<file path="src/rtl/eth_frame_filter_mc.sv">
// Captures the first FRM_BYTES of each MAC frame and filters on dest MAC/EtherType into a tagged FIFO; 2 cycles from last beat to pkt_valid_o.
// The MAC side is never stalled; a passing frame that finds the FIFO full is dropped and flagged on overflow_o.
module eth_frame_filter_mc #(
  parameter int DATA_BYTES = 4,
  parameter int FRM_BYTES  = 42,
  parameter int N_CH       = 2,
  parameter int DEPTH      = 2,
  parameter int BCAST_EN   = 1,
  localparam int CH_W      = (N_CH > 1) ? $clog2(N_CH) : 1
) (
  input  logic                    clk,
  input  logic                    rst,
  input  logic [47:0]             hw_addr_i,
  input  logic [16*N_CH-1:0]      ethertype_i,
  input  logic [N_CH-1:0]         ch_en_i,
  input  logic [8*DATA_BYTES-1:0] mac_data_i,
  input  logic [DATA_BYTES-1:0]   mac_keep_i,
  input  logic                    mac_valid_i,
  input  logic                    mac_last_i,
  output logic [8*FRM_BYTES-1:0]  pkt_o,
  output logic [CH_W-1:0]         pkt_ch_o,
  output logic                    pkt_valid_o,
  input  logic                    pkt_ready_i,
  output logic [15:0]             cnt_ok_o,
  output logic [15:0]             cnt_drop_o,
  output logic                    overflow_o
);
  localparam int CW = $clog2(FRM_BYTES + DATA_BYTES + 1);
  localparam int PW = (DEPTH > 1) ? $clog2(DEPTH) : 1;
  localparam int OW = $clog2(DEPTH + 1);

  typedef enum logic [1:0] {IDLE = 2'd0, CAPTURE = 2'd1, CHECK = 2'd2} state_t;

  state_t                 state, state_nxt;
  logic [7:0]             frm [FRM_BYTES];
  logic [8*FRM_BYTES-1:0] frm_vec;
  logic [CW-1:0]          byte_cnt, base, beat_n, sum;
  logic                   start, dest_ok, hit, room, pop;
  logic                   enq, drop_chk, drop_short, ovf_nxt;
  logic [CH_W-1:0]        hit_ch;
  logic [47:0]            dest;
  logic [15:0]            etype;
  logic [1:0]             drop_inc;
  logic [16:0]            drop_sum;

  logic                   pend_vld;
  logic [8*FRM_BYTES-1:0] pend_dat;
  logic [CH_W-1:0]        pend_ch;
  logic [8*FRM_BYTES-1:0] mem_dat [DEPTH];
  logic [CH_W-1:0]        mem_ch  [DEPTH];
  logic [PW-1:0]          wr_ptr, rd_ptr;
  logic [OW-1:0]          fifo_cnt;

  function automatic logic [CW-1:0] popcnt(input logic [DATA_BYTES-1:0] k);
    logic [CW-1:0] n;
    n = '0;
    for (int j = 0; j < DATA_BYTES; j++) n = n + {{(CW-1){1'b0}}, k[j]};
    return n;
  endfunction

  // Any beat outside CAPTURE opens a new frame at offset 0.
  assign start  = (state != CAPTURE);
  assign base   = start ? '0 : byte_cnt;
  assign beat_n = popcnt(mac_keep_i);
  assign sum    = base + beat_n;

  always_ff @(posedge clk or posedge rst) begin
    if (rst) begin
      for (int i = 0; i < FRM_BYTES; i++) frm[i] <= '0;
    end else if (mac_valid_i) begin
      for (int i = 0; i < FRM_BYTES; i++) begin
        if (start) frm[i] <= '0;
        for (int j = 0; j < DATA_BYTES; j++)
          if (mac_keep_i[j] && (int'(base) + j == i)) frm[i] <= mac_data_i[8*j +: 8];
      end
    end
  end

  always_comb begin
    frm_vec = '0;
    for (int i = 0; i < FRM_BYTES; i++) frm_vec[8*(FRM_BYTES-1-i) +: 8] = frm[i];
  end

  assign dest    = frm_vec[8*FRM_BYTES-1 -: 48];
  assign etype   = frm_vec[8*FRM_BYTES-97 -: 16];
  assign dest_ok = (dest == hw_addr_i) || ((BCAST_EN != 0) && (&dest));

  // Descending scan so the lowest matching channel wins.
  always_comb begin
    hit    = 1'b0;
    hit_ch = '0;
    for (int k = N_CH - 1; k >= 0; k--) begin
      if (ch_en_i[k] && (ethertype_i[16*k +: 16] == etype)) begin
        hit    = 1'b1;
        hit_ch = CH_W'(k);
      end
    end
  end

  // Occupancy includes the frame waiting in the pending stage.
  assign pop  = pkt_valid_o && pkt_ready_i;
  assign room = (int'(fifo_cnt) + int'(pend_vld) - int'(pop)) < DEPTH;

  always_comb begin
    state_nxt  = state;
    enq        = 1'b0;
    drop_chk   = 1'b0;
    drop_short = 1'b0;
    ovf_nxt    = 1'b0;
    case (state)
      IDLE: begin
        if (mac_valid_i) begin
          state_nxt  = mac_last_i ? IDLE : CAPTURE;
          drop_short = mac_last_i;
        end
      end
      CAPTURE: begin
        if (mac_valid_i && mac_last_i) begin
          if (sum >= CW'(FRM_BYTES)) state_nxt = CHECK;
          else begin
            state_nxt  = IDLE;
            drop_short = 1'b1;
          end
        end
      end
      CHECK: begin
        enq      = dest_ok && hit && room;
        drop_chk = !(dest_ok && hit && room);
        ovf_nxt  = dest_ok && hit && !room;
        state_nxt = IDLE;
        if (mac_valid_i) begin
          state_nxt  = mac_last_i ? IDLE : CAPTURE;
          drop_short = mac_last_i;
        end
      end
      default: state_nxt = IDLE;
    endcase
  end

  assign drop_inc = {1'b0, drop_chk} + {1'b0, drop_short};
  assign drop_sum = {1'b0, cnt_drop_o} + {15'd0, drop_inc};

  always_ff @(posedge clk or posedge rst) begin
    if (rst) begin
      state      <= IDLE;
      byte_cnt   <= '0;
      pend_vld   <= 1'b0;
      pend_dat   <= '0;
      pend_ch    <= '0;
      overflow_o <= 1'b0;
      cnt_ok_o   <= '0;
      cnt_drop_o <= '0;
      wr_ptr     <= '0;
      rd_ptr     <= '0;
      fifo_cnt   <= '0;
    end else begin
      state      <= state_nxt;
      if (mac_valid_i) byte_cnt <= (sum > CW'(FRM_BYTES)) ? CW'(FRM_BYTES) : sum;
      pend_vld   <= enq;
      if (enq) begin
        pend_dat <= frm_vec;
        pend_ch  <= hit_ch;
      end
      overflow_o <= ovf_nxt;
      if (enq && cnt_ok_o != 16'hFFFF) cnt_ok_o <= cnt_ok_o + 16'd1;
      cnt_drop_o <= drop_sum[16] ? 16'hFFFF : drop_sum[15:0];
      if (pend_vld) wr_ptr <= (wr_ptr == PW'(DEPTH - 1)) ? '0 : wr_ptr + PW'(1);
      if (pop)      rd_ptr <= (rd_ptr == PW'(DEPTH - 1)) ? '0 : rd_ptr + PW'(1);
      fifo_cnt   <= fifo_cnt + OW'(pend_vld) - OW'(pop);
    end
  end

  always_ff @(posedge clk) begin
    if (pend_vld) begin
      mem_dat[wr_ptr] <= pend_dat;
      mem_ch[wr_ptr]  <= pend_ch;
    end
  end

  assign pkt_valid_o = (fifo_cnt != '0);
  assign pkt_o       = pkt_valid_o ? mem_dat[rd_ptr] : '0;
  assign pkt_ch_o    = pkt_valid_o ? mem_ch[rd_ptr]  : '0;
endmodule

</file>
<file path="config.mk">
export PLATFORM = sky130hd
export DESIGN_NAME = eth_frame_filter_mc
export DESIGN_NICKNAME = d
export VERILOG_FILES = /design/src/rtl/eth_frame_filter_mc.sv
export SDC_FILE = /design/constraint.sdc
export NUM_CORES = 2
export LEC_CHECK = 0
export ABC_AREA = 1
export BUFFER_PORTS_ARGS = -buffer_cell sky130_fd_sc_hd__buf_2
export CAP_MARGIN = 30
export CORE_AREA = 2 2 441 443
export DETAILED_ROUTE_END_ITERATION = 8
export DIE_AREA = 0 0 443 445
export SLEW_MARGIN = 15
export SYNTH_ARGS = -nofsm -noshare
export SYNTH_HDL_FRONTEND = slang
export SYNTH_SLANG_ARGS = --single-unit
</file>
<file path="constraint.sdc">
create_clock -name clk -period 29.8 [get_ports clk]
set_input_delay 5.96 -clock clk [delete_from_list [all_inputs] [get_ports clk]]
set_output_delay 5.96 -clock clk [all_outputs]
set_load 0.005 [all_outputs]
</file>
==> flow_summary.yaml <==
run_status:
  status: "complete, no violations"
synthesis:
  syn_avg_cell_area_um2: 8.412
  yosysWarnings: 0
  synth_cell_types: 44
  ys_ff_latch: 1393
  ys_seq_area_frac: 0.5711
  netlist.area_leader.share: 0.3023
  syn-instance-count: 7958
  synth_flop_cell: "dfrtp_1"
  synth_largest_area_cell: "edfxtp_1"
  netlist_top_cells_area: "edfxtp_1 30%, dfrtp_1 27%, nand2_1 20%, nand4_1 4.8%, nand3_1 3.0%"
  syn_area_um2: 66940
  synthArstFlopShare: 0.5162
  synth_nets: 8093
  synth_edf_count: 674
floorplan:
  rows: 161
  chipWidth_um: 443
  start_util: 0.3487
  io_pins: 494
  design.die.area_um2: 197100
  core_area_um2: 192000
  fp.dieH_um: 445
timing:
  final_max_slew_viol_count: 0
  rsz0062_at_grt: "no"
  timing.hold.ws_ns: 0.4501
  clock.fmax_mhz: 92.87
  tightest_slew_ns: 1.136
  fin_ws_ns: 19.03
  slew_headroom: 0.2416
  fin_crit_ns: 10.77
  skew_ns: 0.04020
  finalSetupViolations: 0
  min_period_over_period: 0.3613
  hold_violations: 0
  setup_tns_ns: 0
layout:
  fin_nets: 8398
  fillers: 19170
  syn_to_final_growth_pct: 14.94
  drive_above_1_share: 0.1217
  layout_commonest_cell: "nand2_1"
  layout_common_cells: "3,601 x nand2_1, 718 x dfrtp_1, 674 x edfxtp_1"
clock_network:
  htreeDepth: 4
  cts_tree: "built"
  cts-hold-fix-buffers: 0
  clk_pin_slew_ns: 0.06
  ctsResizeCount: 0
  clockBufferDepth: 3
  post_cts_buffers: 0
  numCtsBuffers: 150
  cts_root_buffer: "clkbuf_16"
  clkSinkCount: 1393
  clk_latency_ns: 0.84
grt:
  grt_max_degree: 173
  grt_antenna_before_repair: 24
  grt_usage: 0.2569
  grt_pass1_wl_um: 380800
  grt_pass1_vias: 57460
  gr-total-overflow: 0
place:
  dp_hpwl_um: 168800
  io_buffer_count: 493
  gp_congestion: 1.002
  dp_slack_ns: 18.26
setup_path:
  crit_start: "mac_keep_i[0]"
  cp_top_family: "simple AND/OR/NAND/NOR gates"
  path_max_fanout: 33
  worstPathRequired_ns: 30.57
  arrival_ns: 11.54
  cp-end-kind: "register"
  cp_slowest_cell: "fa_1"
  r2r_start: "state[0]$_DFFE_PP0P_"
  critPathLaunchType: "input port"
  timing.critical_path.buf_inv: 9
  critical_path_class: "in -> reg"
  cpMostUsedCell: "inv_1"
  reg2reg_slack_ns: 23.74
  slowest_delay_ns: 0.52
min_path:
  hold_class: "reg -> reg"
  hp-start: "pend_dat[299]$_DFFE_PP0P_"
route:
  ant_nets: 0
  wl_um: 261400
  first_pass_iters: 9
  vias: 60030
  drc_errors: 0
  wire_per_inst_um: 23.92
  vias_per_cell: 5.493
  drt_iter0_markers: 7986
job:
  drv_cap: 0
pwr:
  leakage_uw: 0.03512
  vdd_ir_drop_max_uv: 68.90
  p_per_area_nw_per_um2: 72.91
  power_uw: 5610
## report_power, final
part	leakage [uW]	total, uW	internal (uW)	switching, uW
Clock	0.00241	1840	1060	781
Sequential	0.0161	2150	2050	93.5
Combinational	0.0166	1620	476	1150
## per-stage QoR
stage                 util  cell area [um2]  std cells
floorplan                -            66940       7958
global placement    0.3732            71650      10620
detailed placement  0.3738            71760      10620
CTS                 0.3994            76680      10900
global route        0.4008            76940      10930
finish              0.4008            76940      10930
## layout make-up
type	count	area [um2]	share of cell area
multi-input cells	5789	25770	0.3349
inverters	312	1195	0.01553
clock buffers	215	4297	0.05584
repair buffers	617	3632	0.04721
clock inverters	65	621.8	0.008082
well taps	2526	3161	0.04108
diodes	12	30.03	0.0003903
flip-flops and latches	1393	38240	0.4969
## final timing paths
kind,cells past startpoint,end
max in group asynchronous,8,frm[95]$_DFFE_PP0P_
setup reg to reg,29,cnt_drop_o[7]$_DFF_PP0_
hold / removal,0,mem_dat[1][299]$_DFFE_PP_
hold reg to reg,0,mem_dat[1][299]$_DFFE_PP_
min in group asynchronous,2,cnt_drop_o[1]$_DFF_PP0_
setup / recovery,29,cnt_drop_o[7]$_DFF_PP0_
## cells in the mapped netlist (7+ instances only)
cell and number:
nand2_1 3601, dfrtp_1 719, edfxtp_1 674, nand4_1 512, nand3_1 398, a21oi_1 378
nor2_1 376, clkbuf_1 357, inv_1 276, o21ai_0 90, nor2_2 61, buf_1 55
xnor2_1 50, buf_2 47, o22ai_1 46, o21ai_1 42, xor2_1 36, nor3_1 32
inv_2 28, nand3b_1 18, nand2_2 17, nor2_4 17, a31oi_1 16, o21bai_1 16
nor3_2 15, a22oi_1 12, o211ai_1 11, clkinv_1 8, ha_1 8, or2_2 7
## flip-flops by register name, summed over array words and instances, names as in the netlist, 2 cells and up
name        flops
mem_dat       672
pend_dat      336
frm           272
dest           48
cnt_drop_o     16
cnt_ok_o       16
etype          16
byte_cnt        6
fifo_cnt        2
mem_ch          2
state           2
## routing by layer
| metal | wire, um | global-route usage | up-vias |
|---|---|---|---|
| met5 | 37 | 0 | - |
| li1 | - | - | 26960 |
| met4 | 14420 | 0.1292 | 6 |
| met2 | 116800 | 0.3991 | 3394 |
| met3 | 25100 | 0.05947 | 995 |
| met1 | 105000 | 0.3361 | 28680 |
## cell families (layout without fill, tap and decap cells)
logic type               count (synthesis)  in the layout  synth area share
AO/OA/AOI/OAI                          621            621           0.04981
XOR/XNOR                                86             86           0.01125
adder cells (fa/ha/maj)                 12             12          0.002692
buffers and inverters                  776           1209           0.04473
flip-flops                            1393           1393            0.5711
multiplexers                             1              1         0.0001682
other                                    0             12                 0
AND/OR/NAND/NOR                       5069           5069            0.3202
No activity file was read; power rests on OpenSTA's default activity.
